**config.mk**
```make
export PLATFORM = sky130hd
export DESIGN_NAME = result_to_bcd
export DESIGN_NICKNAME = d
export VERILOG_FILES = /design/src/rtl/gencon_defs.sv /design/src/rtl/bcd_digit_adjust.sv /design/src/rtl/result_to_bcd.sv
export SDC_FILE = /design/constraint.sdc
export NUM_CORES = 1
export LEC_CHECK = 0
export ABC_AREA = 1
export CAP_MARGIN = 20
export CORE_ASPECT_RATIO = 1.1
export CORE_MARGIN = 4
export CORE_UTILIZATION = 43
export DETAILED_ROUTE_END_ITERATION = 16
export PLACE_DENSITY = 0.69
export SLEW_MARGIN = 15
export SYNTH_ARGS = -nofsm -noshare
export SYNTH_HDL_FRONTEND = slang
export SYNTH_SLANG_ARGS = --single-unit
```
**constraint.sdc**
```tcl
create_clock -name clk -period 2 [get_ports clk]
set_input_delay 0.6 -clock clk [delete_from_list [all_inputs] [get_ports clk]]
set_output_delay 0.6 -clock clk [all_outputs]
set_load 0.05 [all_outputs]
```
**src/rtl/gencon_defs.sv**
```systemverilog
// Shared definitions for the calculator display path: converter FSM states,
// the blank display code and default result geometry.
package gencon_defs;

  typedef enum logic {
    IDLE    = 1'b0,
    CONVERT = 1'b1
  } bcd_state_t;

  localparam logic [3:0] BCD_BLANK     = 4'hF;
  localparam int         RESULT_WIDTH  = 16;
  localparam int         RESULT_DIGITS = 5;

endpackage

```
**src/rtl/bcd_digit_adjust.sv**
```systemverilog
// Double-dabble correction cell: adds 3 to a BCD nibble holding 5 or more,
// so the following left shift carries correctly into the next decimal digit.
module bcd_digit_adjust (
  input  logic [3:0] din,
  output logic [3:0] dout
);

  assign dout = (din >= 4'd5) ? din + 4'd3 : din;

endmodule

```
**src/rtl/result_to_bcd.sv**
```systemverilog
// Iterative signed-binary to sign + packed-BCD converter, one bit per clock.
// Optional leading-zero blanking is enabled by defining RESULT_BCD_LEADING_BLANK_EN.
module result_to_bcd
  import gencon_defs::*;
#(
  parameter int WIDTH  = RESULT_WIDTH,
  parameter int DIGITS = RESULT_DIGITS
) (
  input  logic                  clk,
  input  logic                  RST,
  input  logic                  start,
  input  logic [WIDTH-1:0]      value,
  output logic                  busy,
  output logic                  done,
  output logic                  neg,
  output logic [4*DIGITS-1:0]   bcd_out
);

  localparam int CW = $clog2(WIDTH + 1);
  localparam int BW = 4 * DIGITS;

  bcd_state_t      state_reg;
  logic [CW-1:0]   cnt_reg;
  logic [WIDTH-1:0] mag_reg;
  logic [BW-1:0]   acc_reg;
  logic            neg_r_reg;

  logic [WIDTH-1:0] mag_in;
  logic [BW-1:0]    adj;
  logic [BW-1:0]    acc_next;
  logic [WIDTH-1:0] mag_next;
  logic [BW-1:0]    out_digits;
  logic             unused_adj_msb;

  assign mag_in = value[WIDTH-1] ? (~value + 1'b1) : value;

  generate
    for (genvar gi = 0; gi < DIGITS; gi++) begin : g_adj
      bcd_digit_adjust u_adj (
        .din  (acc_reg[4*gi +: 4]),
        .dout (adj[4*gi +: 4])
      );
    end
  endgenerate

  // The adjusted MSB is always shifted out; the digit-count bound keeps it 0.
  assign acc_next       = {adj[BW-2:0], mag_reg[WIDTH-1]};
  assign mag_next       = {mag_reg[WIDTH-2:0], 1'b0};
  assign unused_adj_msb = adj[BW-1];

`ifdef RESULT_BCD_LEADING_BLANK_EN
  logic leading;
  always_comb begin
    out_digits = acc_next;
    leading    = 1'b1;
    for (int i = DIGITS - 1; i >= 1; i--) begin
      if (leading && acc_next[4*i +: 4] == 4'd0) begin
        out_digits[4*i +: 4] = BCD_BLANK;
      end else begin
        leading = 1'b0;
      end
    end
  end
`else
  always_comb begin
    out_digits = acc_next;
  end
`endif

  always_ff @(posedge clk) begin
    if (RST) begin
      state_reg <= IDLE;
      cnt_reg   <= '0;
      mag_reg   <= '0;
      acc_reg   <= '0;
      neg_r_reg <= 1'b0;
      busy      <= 1'b0;
      done      <= 1'b0;
      neg       <= 1'b0;
      bcd_out   <= '0;
    end else begin
      done <= 1'b0;
      case (state_reg)
        IDLE: begin
          if (start) begin
            neg_r_reg <= value[WIDTH-1];
            mag_reg   <= mag_in;
            acc_reg   <= '0;
            cnt_reg   <= '0;
            busy      <= 1'b1;
            state_reg <= CONVERT;
          end
        end
        CONVERT: begin
          acc_reg <= acc_next;
          mag_reg <= mag_next;
          cnt_reg <= cnt_reg + 1'b1;
          // Last iteration: publish the finished accumulator directly.
          if (cnt_reg == CW'(WIDTH - 1)) begin
            bcd_out   <= out_digits;
            neg       <= neg_r_reg;
            done      <= 1'b1;
            busy      <= 1'b0;
            state_reg <= IDLE;
          end
        end
        default: state_reg <= IDLE;
      endcase
    end
  end

endmodule

```
# == After elaboration in Yosys (flattened, before gate mapping) ==
# Cells that the tools add are included.
# Widths: inputs -> output; s select.
# totals
word_cells,49
out_inout_bits,23
in_bits,19
regBits,66
# op_classes
magnitude_cmp,5
addsub,7
n_eq_ne,3
mux,19
reduce_logical,4
bitwise,2
# op_table
op,n
$pmux 20 s2,1
$mux 16,2
$pmux 16 s2,1
$ge 4x3->1 const B,5
$mux 20,1
$add 16x1->16 const B,1
$add 4x2->4 const B,4
$mux 4,4
$not 16->16,1
$pmux 5 s2,1
$reduce_and 2->1,3
$add 5x1->5 const B,1
$eq 5x4->1 const B,1
$mux 1,5
$mux 5,1
$pmux 1 s2,2
$add 3x2->3 const B,1
$mux 3,1
$ne 2x1->1 const B,1
$ne 2x2->1 const B,1
$reduce_or 2->1,1
$not 1->1,1

# == Logic depth before layout (Yosys ltp) ==
# Gate-level depths: netlist (run 1).
# logic_depth
ltp_word,5
depth_mapped,10
ltp_nobuf,10

# == Hierarchy ==
# Synthesis (run 1) repeated with hierarchy kept, for this count alone.
# unflattened
hier_cells,503
hier_area_um2,3540.9
# modules_own_cells
mod,cells_per_inst,area_per_inst_um2,seq_area_each_um2,n_inst
result_to_bcd,388,2865.2,1321.3,1
bcd_digit_adjust,23,135.1,0.0,5

# == Worst setup path before layout (run 1) ==
# Ideal clock, no wire load.
# synth_path
path_type,in2reg
from,in value[0]
to,reg mag_reg[12]
stages,9
required_time_ns,1.868
setup_slack_ns,0.470
t_arrival_ns,1.398
path_buffers,0
setup_ns,0.132
cell_sequence,inv_1 > ha_1 > nand3_2 > nor2_2 > nand3_1 > nand2_1 > nand2_1 > nand3_1 > a21oi_1
# synth_between
elab_chain_len,5
# synth_rtl
element,line_no,rtl
"start, declared",result_to_bcd.sv:12,"input logic [WIDTH-1:0] value,"
$not 16->16,result_to_bcd.sv:35,assign mag_in = value[WIDTH-1] ? (~value + 1'b1) : value;
$add 16x1->16,result_to_bcd.sv:35,
$mux 16,result_to_bcd.sv:35,
$mux 16,result_to_bcd.sv:85,if (start) begin
$pmux 16 s2,result_to_bcd.sv:83,case (state_reg)
"end signal, assigned",result_to_bcd.sv:87,mag_reg <= mag_in;
"end signal, assigned",result_to_bcd.sv:96,mag_reg <= mag_next;
"end, declared",result_to_bcd.sv:24,logic [WIDTH-1:0] mag_reg;
# No other way between the ends. The select of a mux whose other input is x is not followed.
# A chain may end at the register's enable or synchronous reset.

# == Worst setup path in the final report (run 1) ==
# Same ends and word-level chain as after synthesis.

==> flow_metrics.py, run 1 <==
metrics = {
    "placement": {
        "io_buffers": 41,
        "dp_hpwl_um": 5340,
        "globalplace.congestion": 0.856,
        "dp.cells": 578,
    },
    "status": {
        "status": "finished clean",
    },
    "floorplan": {
        "ios": 42,
        "dieArea_mm2": 0.00905,
        "core_mm2": 0.00743,
        "die_h_um": 99.4,
        "start_util": 0.439,
        "fp.dieW_um": 91.1,
        "std_cell_rows": 33,
    },
    "synth": {
        "synthArstFlopShare": 0,
        "synth_compound_area_frac": 0.169,
        "synth_seq_cells": 66,
        "synth.distinct_cells": 29,
        "yosysWarnings": 0,
        "synth_nets": 481,
        "netlist_area_mm2": 0.00326,
        "syn_avg_cell_area_um2": 7.27,
        "synth_edf_count": 0,
        "synthAdderAreaFrac": 0.0498,
        "synthFlopType": "dfxtp_1",
        "syn_inst": 449,
        "synth.area.mux_share": 0,
        "ys_seq_area_frac": 0.405,
        "synth-xor-area-share": 0.0241,
        "yosys.area_share.simple": 0.263,
        "synth_top_family_by_area": "simple AND/OR/NAND/NOR gates",
    },
    "sta": {
        "worst_clock_skew_ps": 4.63,
        "slew_headroom": 0.779,
        "hold_violations": 0,
        "fmax_ghz": 0.572,
        "grt_setup_unrepaired": "false",
        "setup_viol": 0,
        "layout_min_cycle_time_ps": 1750,
        "worst_slew_pin_slew_ps": 331,
        "post-route-period-util": 0.874,
        "slew_viol_final": 0,
    },
    "cells_and_area": {
        "areaGrowthSynthToFinish_pct": 21.8,
        "insertedDiodeCount": 0,
        "fin_nets": 534,
        "final_layout_size_suffix_gt1_frac": 0.146,
        "layoutNonFillerInstCount": 594,
        "fillers": 734,
    },
    "critical_path": {
        "critPathMaxStageDelay_ps": 430,
        "cp.required_ps": 2230,
        "crit_path_end_kind": "flop",
        "critPathArrivalTime_ps": 1970,
        "worstPathCellList": "clkdlybuf4s50_1, inv_1, ha_1, nand3_2, nor2_2, nand3_1, nand2_1, nand2_1, nand3_1, a21oi_1",
        "cp_top_family": "simple AND/OR/NAND/NOR gates",
        "cp.buffers_inverters": 2,
        "crit_path_max_fanout": 5,
        "cp-start-kind": "input pin",
        "cp_slowest_cell": "clkdlybuf4s50_1",
        "worstSetupPathType": "input pin to flop",
    },
    "clock_network": {
        "h-tree-depth": 3,
        "clk_pin_slew_ps": 70,
        "cts_hold_buf": 0,
        "cts-buffers-inserted": 9,
        "cts_root_buf": "clkbuf_8",
        "cts_resized": 0,
        "cts_setup_buffers": 0,
        "cts.sinks": 66,
        "cts_buffer_depth": 2,
        "cts_tree": "yes",
        "worstSkewPairLatency_ps": 340,
    },
    "power": {
        "total_power_mw": 2.68,
        "cellLeakagePower_nw": 1.67,
        "cellPowerDensity_mw_per_mm2": 673,
        "vdd_drop_max_uv": 291,
    },
    "detailed_routing": {
        "dr_total_vias": 3052,
        "dr.pass1.iters": 4,
        "postRouteAntennaNets": 0,
        "routed_wirelength_um": 7310,
        "drtIter0Drc": 120,
        "drt-vias-per-instance": 5.14,
        "wl_per_cell_um": 12.3,
        "drc_errors": 0,
    },
    "flow_run": {
        "maxCapViolations": 0,
    },
    "global_route": {
        "grt_antenna_before_repair": 0,
        "grt.total_usage": 0.168,
        "grt_max_degree": 30,
        "grt-ovfl-total": 0,
        "grt_pass1_vias": 2857,
        "grt_pass1_wl_um": 12400,
    },
    "hold_path": {
        "worstHoldPathType": "flop to flop",
    },
}
## tightest hold or removal path, cell delays in order, from the launching register on
cell     delay, ps
dfxtp_1        310
nand3_1         70
nand2_1         50
## final timing paths
path | startpoint | slack (ps) | cells after the start | to
worst max-delay path | value[0] | 250 | 10 | mag_reg[12]$_SDFFE_PP0P_
worst min-delay path | bcd_out[17]$_SDFFE_PP0P_ | 470 | 2 | bcd_out[17]$_SDFFE_PP0P_
worst max register to register | cnt_reg[0]$_SDFFE_PP0P_ | 320 | 9 | bcd_out[6]$_SDFFE_PP0P_
worst min register to register | bcd_out[17]$_SDFFE_PP0P_ | 470 | 2 | bcd_out[17]$_SDFFE_PP0P_
## cells in the final DEF, fill, tap and decap left out, types with 4 or more instances in the layout
cell type	synthesis	final
nand2_1	92	92
dfxtp_1	66	66
nand3_1	60	60
inv_1	47	47
buf_4	2	43
a21oi_1	41	41
nor2_1	30	30
o21ai_0	20	20
clkdlybuf4s50_1	0	18
ha_1	13	13
a22oi_1	12	12
xor2_1	9	9
clkbuf_8	0	9
o22ai_1	5	5
o21a_1	5	5
inv_2	4	4
a31oi_1	4	4
o21ai_2	4	4
clkbuf_1	6	4
## report_power, final
| part | total (mW) | internal (mW) | switching, mW |
|---|---|---|---|
| Sequential | 1.36 | 1.34 | 0.0194 |
| Combinational | 0.255 | 0.107 | 0.148 |
| Clock | 1.06 | 0.574 | 0.485 |
## per-layer routing
layer  track usage  vias up  wire length (um)
li1              -     1597                 -
met1         0.201     1355              3330
met2         0.287       83              3390
met3        0.0250       17               375
met4        0.0998        0               210
met5             0        -                 0
## Yosys cell counts (all sizes together), types with 4 or more instances
cell,instances,area share
nor2,35,0.049
xor2,9,0.024
o21ai,25,0.043
a31oi,4,0.0077
a22oi,12,0.028
o22ai,5,0.0096
ha,13,0.050
nand2,95,0.11
dfxtp,66,0.40
clkbuf,6,0.0069
a21oi,41,0.063
inv,51,0.059
nand3,61,0.095
buf,14,0.023
o21a,5,0.011
## through the flow
step	cell area (um^2)	hold WS (ps)	utilization	TNS, ps	worst slack, ps
global placement	3800	448	0.511	-47.4	-46.9
global route	3980	488	0.535	0	73.2
CTS	3980	472	0.535	0	258
detailed placement	3800	462	0.511	-399	-115
floorplan	3260	439	-	0	470
finish	3980	469	0.535	0	253
## area by class of cell
cell class | instances | area [um^2] | share of cell area
well taps | 87 | 109 | 0.0274
multi-input cells | 312 | 1650 | 0.416
clock buffers | 13 | 139 | 0.0349
inverters | 51 | 191 | 0.0481
clock inverters | 3 | 40.0 | 0.0101
repair buffers | 62 | 523 | 0.131
flip-flops and latches | 66 | 1320 | 0.332
## cell families (layout without fill, tap and decap cells)
family,after synthesis,after routing
flip-flops,66,66
AND/OR/NAND/NOR,195,195
XOR/XNOR,9,9
AO/OA/AOI/OAI,95,95
buffers and inverters,71,129
adder cells (fa/ha/maj),13,13
No activity file was read; power rests on OpenSTA's default activity.
==> run 2, diff against run 1 <==
--- a/config.mk
+++ b/config.mk
@@ -7,8 +7,6 @@
 export LEC_CHECK = 0
 export ABC_AREA = 1
 export CAP_MARGIN = 20
-export CORE_ASPECT_RATIO = 1.1
-export CORE_MARGIN = 4
 export CORE_UTILIZATION = 43
 export DETAILED_ROUTE_END_ITERATION = 16
 export PLACE_DENSITY = 0.69
==> run 2 against run 1 <==
Routed wire length is 0.45% lower; die area decreased by 12%; largest cell class unchanged; power increased by 1.4%; design area increased by 0.69%; non-clock buffer count shrank 2; global-route usage increased by 3.1 points; core utilization grew 1.4 points; clock power grew 4%; fmax grew 1.4%; register-to-register slack better by 130 ps.
==> flow_metrics.py, run 2 (synthesis gave the netlist of run 1 again) <==
metrics = {
    "clock_network": {
        "cts_root_buf": "clkbuf_8",
        "cts.sinks": 66,
        "cts_setup_buffers": 0,
        "cts_resized": 0,
        "h-tree-depth": 3,
        "cts_tree": "yes",
        "cts-buffers-inserted": 9,
        "clk_pin_slew_ps": 70,
        "cts_buffer_depth": 2,
        "cts_hold_buf": 0,
        "worstSkewPairLatency_ps": 350,
    },
    "cells_and_area": {
        "final_cell_mix": "92 x nand2_1, 66 x dfxtp_1, 60 x nand3_1",
        "fin_nets": 532,
        "final_layout_size_suffix_gt1_frac": 0.150,
        "insertedDiodeCount": 0,
        "seq_area_mm2": 0.00132,
        "multi_input_area_mm2": 0.00165,
        "layoutNonFillerInstCount": 604,
        "fillers": 740,
        "final_common_cell": "nand2_1",
        "areaGrowthSynthToFinish_pct": 22.7,
    },
    "power": {
        "pwr-share-seq": 0.500,
        "share_comb_of_total_power": 0.095,
        "cellLeakagePower_nw": 1.68,
        "p_sw_frac": 0.255,
        "power.share.clock": 0.404,
        "cellPowerDensity_mw_per_mm2": 677,
        "power.internal_mw": 2.02,
        "vdd_drop_max_uv": 394,
        "power_switching_mw": 0.693,
    },
    "global_route": {
        "grt_max_degree": 28,
        "grt_pass1_wl_um": 12200,
        "grt-ovfl-total": 0,
        "grt_pass1_vias": 2763,
        "grt_antenna_before_repair": 0,
        "grt.total_usage": 0.200,
    },
    "critical_path": {
        "cp.required_ps": 2230,
        "cp.buffers_inverters": 2,
        "critPathMaxStageDelay_ps": 410,
        "crit_path_end_kind": "flop",
        "cp-start-kind": "input pin",
        "worstSetupPathType": "input pin to flop",
        "critPathArrivalTime_ps": 1960,
        "cp_top_family": "simple AND/OR/NAND/NOR gates",
        "cp.depth": 10,
        "cp_slowest_cell": "clkdlybuf4s50_1",
        "r2r-start": "cnt_reg[0]$_SDFFE_PP0P_",
        "worstPathCellList": "clkdlybuf4s50_1, inv_1, ha_1, nand3_2, nor2_2, nand3_1, nand2_1, nand2_1, nand3_1, a21oi_1",
        "r2r_end": "bcd_out[8]$_SDFFE_PP0P_",
        "startpoint": "value[0]",
        "r2r_slack_ps": 450,
        "rr_worst_depth": 9,
        "setup.worst_path.end": "mag_reg[12]$_SDFFE_PP0P_",
        "crit_path_max_fanout": 5,
    },
    "sta": {
        "slew_viol_final": 0,
        "layout_min_cycle_time_ps": 1720,
        "worst_slew_pin_slew_ps": 325,
        "fmax_ghz": 0.580,
        "slew_headroom": 0.781,
        "hold_violations": 0,
        "worst_clock_skew_ps": 13.3,
        "fin_setup_tns_ps": 0,
        "setup_viol": 0,
        "post-route-period-util": 0.862,
        "final.setup.worst_slack_ps": 277,
        "grt_setup_unrepaired": "false",
    },
    "placement": {
        "io_buffers": 41,
        "dp.cells": 588,
        "globalplace.congestion": 0.861,
        "pre_cts_ws_ps": -72.3,
        "dp_hpwl_um": 5210,
    },
    "detailed_routing": {
        "drtIter0Drc": 165,
        "drc_errors": 0,
        "dr.pass1.iters": 4,
        "wl_per_cell_um": 12.0,
        "drt-vias-per-instance": 5.01,
        "routed_wirelength_um": 7280,
        "dr_total_vias": 3024,
        "postRouteAntennaNets": 0,
    },
    "floorplan": {
        "dieArea_mm2": 0.00794,
        "fp.dieW_um": 89.1,
        "std_cell_rows": 31,
        "die_h_um": 89.1,
        "core_mm2": 0.00729,
        "ios": 42,
        "start_util": 0.448,
    },
    "hold_path": {
        "worstHoldPathType": "flop to flop",
    },
    "status": {
        "status": "finished clean",
    },
    "flow_run": {
        "maxCapViolations": 0,
    },
}
==> run 2: cell types whose count changed in the layout (fill, tap and decap cells not counted) <==
| cell | before | now |
|---|---|---|
| buf_12 | 1 | 2 |
| buf_4 | 43 | 40 |
| clkbuf_1 | 4 | 0 |
| clkinv_2 | 2 | 3 |
| clkinv_4 | 0 | 2 |
| clkinvlp_4 | 0 | 1 |
==> run 2: worst min-delay path by stage <==
stage	startpoint	end	slack, ps	depth (start not counted)
2_1_floorplan	mag_reg[15]$_SDFFE_PP0P_	bcd_out[0]$_SDFFE_PP0P_	440	2
3_3_place_gp	cnt_reg[3]$_SDFFE_PP0P_	cnt_reg[3]$_SDFFE_PP0P_	450	2
3_5_place_dp	cnt_reg[4]$_SDFFE_PP0P_	cnt_reg[4]$_SDFFE_PP0P_	460	2
4_1_cts	cnt_reg[4]$_SDFFE_PP0P_	cnt_reg[4]$_SDFFE_PP0P_	470	2
5_1_grt	bcd_out[3]$_SDFFE_PP0P_	bcd_out[3]$_SDFFE_PP0P_	490	2
6_report	cnt_reg[4]$_SDFFE_PP0P_	cnt_reg[4]$_SDFFE_PP0P_	470	2
==> run 2: layout make-up <==
class,count,area share
Clock buffer,9,0.0309
Multi-Input combinational cell,312,0.413
Sequential cell,66,0.330
Tap cell,99,0.0309
Timing Repair Buffer,60,0.130
Inverter,51,0.0478
Clock inverter,7,0.0175
==> run 2: worst reg2reg max path, delay by kind of cell, from the launching register on <==
kind,cells,cell delay [ps]
DFF,1,370
adders and majority gates,2,390
buffers and inverters,1,210
and+or+nand+nor,6,540
==> run 2: metal layers <==
metal,wire length (um),share of wire,track usage
met1,3420,0.47,0.248
met2,3420,0.47,0.330
met3,305,0.042,0.0443
met4,126,0.017,0.0952
met5,0,0,0
==> run 2: power groups by stage <==
stage                     combinational (mW)  clock [mW]  sequential [mW]
after floorplan                        0.153           0             1.39
after global placement                 0.256           0             1.39
after detailed placement               0.259           0             1.39
after CTS                              0.259        1.13             1.36
after global routing                   0.287        1.18             1.36
final                                  0.258        1.10             1.36
==> run 2: stage by stage <==
stage               area (um^2)  hold WS [ps]  utilization  power [mW]
global route               4010           490        0.549        2.83
finish                     4010           469        0.549        2.71
CTS                        4010           470        0.549        2.75
floorplan                  3260           439            -        1.54
global placement           3810           451        0.523        1.64
detailed placement         3810           459        0.523        1.65
==> run 3, diff against run 2 <==
--- a/config.mk
+++ b/config.mk
@@ -7,9 +7,11 @@
 export LEC_CHECK = 0
 export ABC_AREA = 1
 export CAP_MARGIN = 20
-export CORE_UTILIZATION = 43
+export CELL_PAD_IN_SITES_DETAIL_PLACEMENT = 2
+export CELL_PAD_IN_SITES_GLOBAL_PLACEMENT = 2
+export CORE_UTILIZATION = 34
 export DETAILED_ROUTE_END_ITERATION = 16
-export PLACE_DENSITY = 0.69
+export PLACE_DENSITY = 0.89
 export SLEW_MARGIN = 15
 export SYNTH_ARGS = -nofsm -noshare
 export SYNTH_HDL_FRONTEND = slang
==> run 3 against run 2 <==
Final cell count increased by 5.1%; fmax decreased by 9.0%; core utilization decreased by 11 points; sequential power about the same; hold slack improved by 18 ps; non-clock buffer count increased by 1; power increased by 11%; setup slack got worse by 170 ps; clock-buffer cell count increased by 1; sequential share of layout area decreased by 0.58 points; design area increased by 1.8%; critical path type unchanged; critical endpoint is now mag_reg[6]$_SDFFE_PP0P_; largest cell class unchanged; largest power group unchanged; highest routed layer unchanged.
==> flow_metrics.py, run 3 (synthesis gave the netlist of run 1 again) <==
metrics = {
    "clock_network": {
        "cts_setup_buffers": 0,
        "cts.sinks": 66,
        "cts_root_buf": "clkbuf_8",
        "cts-buffers-inserted": 9,
        "cts_buffer_depth": 2,
        "worstSkewPairLatency_ps": 370,
        "clk_pin_slew_ps": 70,
        "cts_tree": "yes",
        "cts_hold_buf": 0,
        "h-tree-depth": 3,
    },
    "placement": {
        "io_buffers": 41,
        "globalplace.congestion": 0.759,
        "postPlaceCellArea_mm2": 0.00384,
        "dp_hpwl_um": 8380,
        "dp.cells": 619,
    },
    "detailed_routing": {
        "wl_per_cell_um": 20.7,
        "postRouteAntennaNets": 0,
        "drc_errors": 0,
        "dr.pass1.iters": 4,
        "drtIter0Drc": 122,
        "routed_wirelength_um": 13200,
        "dr_total_vias": 3435,
        "drt-vias-per-instance": 5.41,
    },
    "global_route": {
        "grt_pass1_vias": 3776,
        "grt_max_degree": 32,
        "grt-ovfl-total": 0,
        "grt_pass1_wl_um": 20700,
        "grt.total_usage": 0.277,
        "grt_antenna_before_repair": 0,
    },
    "sta": {
        "worst_clock_skew_ps": 14.0,
        "layout_min_cycle_time_ps": 1890,
        "slew_headroom": 0.712,
        "setup_viol": 0,
        "fmax_ghz": 0.528,
        "hold_violations": 0,
        "slew_viol_final": 0,
        "post-route-period-util": 0.947,
        "worst_slew_pin_slew_ps": 428,
        "grt_setup_unrepaired": "false",
    },
    "cells_and_area": {
        "layoutNonFillerInstCount": 635,
        "areaGrowthSynthToFinish_pct": 24.9,
        "final_layout_size_suffix_gt1_frac": 0.152,
        "insertedDiodeCount": 0,
        "final_common_cell": "nand2_1",
        "final_cell_mix": "92 x nand2_1, 66 x dfxtp_1, 60 x nand3_1",
        "fin_nets": 533,
        "finish.utilization": 0.439,
        "fillers": 1084,
        "stdcell_area_mm2": 0.00408,
    },
    "floorplan": {
        "std_cell_rows": 35,
        "start_util": 0.352,
        "ios": 42,
        "die_h_um": 100,
        "core_mm2": 0.00928,
        "fp.dieW_um": 100,
        "dieArea_mm2": 0.0100,
    },
    "critical_path": {
        "cp.depth": 8,
        "crit_path_max_fanout": 5,
        "critPathMaxStageDelay_ps": 480,
        "r2r_slack_ps": 140,
        "worstPathCellList": "clkdlybuf4s50_1, inv_1, ha_1, nand3_2, nor2_4, o21ai_0, nand3_1, a21oi_1",
        "cp_top_family": "buffers and inverters",
        "cp-start-kind": "input pin",
        "cp_slowest_cell": "clkdlybuf4s50_1",
        "worstSetupPathType": "input pin to flop",
        "rr_worst_depth": 8,
        "cp.required_ps": 2290,
        "crit_path_end_kind": "flop",
        "cp.buffers_inverters": 2,
        "critPathArrivalTime_ps": 2180,
    },
    "hold_path": {
        "worstHoldPathCells": 2,
        "worstHoldPathType": "flop to flop",
    },
    "power": {
        "cellLeakagePower_nw": 1.69,
        "vdd_drop_max_uv": 264,
        "cellPowerDensity_mw_per_mm2": 736,
        "total_power_mw": 3.00,
    },
    "flow_run": {
        "maxCapViolations": 0,
    },
    "status": {
        "status": "finished clean",
    },
}
-- run 3: cell types whose count changed in the layout (fill, tap and decap cells not counted), sizes merged --
cell | previous run | this run
buf | 42 | 43
clkbuf | 9 | 10
clkinv | 5 | 3
bufinv | 1 | 2
-- run 3: path summary, 6_finish.rpt --
path,start,endpoint
setup / recovery,value[0],mag_reg[6]$_SDFFE_PP0P_
setup reg to reg,cnt_reg[0]$_SDFFE_PP0P_,neg$_SDFFE_PP0P_
hold reg to reg,mag_reg[0]$_SDFFE_PP0P_,mag_reg[0]$_SDFFE_PP0P_
hold / removal,mag_reg[0]$_SDFFE_PP0P_,mag_reg[0]$_SDFFE_PP0P_
-- run 3: layout make-up --
| type | count | area, um^2 | share of cell area |
|---|---|---|---|
| clock inverters | 6 | 90.1 | 0.0221 |
| well taps | 129 | 161 | 0.0396 |
| repair buffers | 61 | 515 | 0.126 |
| clock buffers | 10 | 138 | 0.0338 |
| flip-flops and latches | 66 | 1320 | 0.324 |
| inverters | 51 | 191 | 0.0470 |
| multi-input cells | 312 | 1660 | 0.407 |
-- run 3: timing repair --
action	4_1_cts	5_1_grt
hold endpoints to repair	0	0
gates resized for setup	0	1
endpoints found under the setup margin	0	1
-- run 3: power breakdown --
group / leakage, nW / switching, mW / internal, mW
Clock: 0.112 / 0.605 / 0.738
Sequential: 0.535 / 0.0238 / 1.34
Combinational: 1.04 / 0.183 / 0.110
-- run 3: per-layer routing --
metal / track usage / part of all wire / vias up
met5: 0 / 0 / -
met4: 0.125 / 0.033 / 0
met3: 0.0550 / 0.033 / 34
met2: 0.498 / 0.53 / 79
met1: 0.316 / 0.41 / 1728
li1: - / - / 1594
-- run 3: stage by stage --
step,setup slack [ps],TNS (ps),hold WS (ps)
floorplan,470,0,439
global placement,-88.0,-214,450
detailed placement,-207,-1120,473
CTS,104,0,492
global route,1.50,0,503
finish,106,0,487
-- run 3: worst min-delay path: cells and delay by family, from the launching register on --
| family | cells | cell delay [ps] |
|---|---|---|
| AO/OA/AOI/OAI | 1 | 60 |
| flip-flops | 1 | 320 |
| AND/OR/NAND/NOR | 1 | 60 |
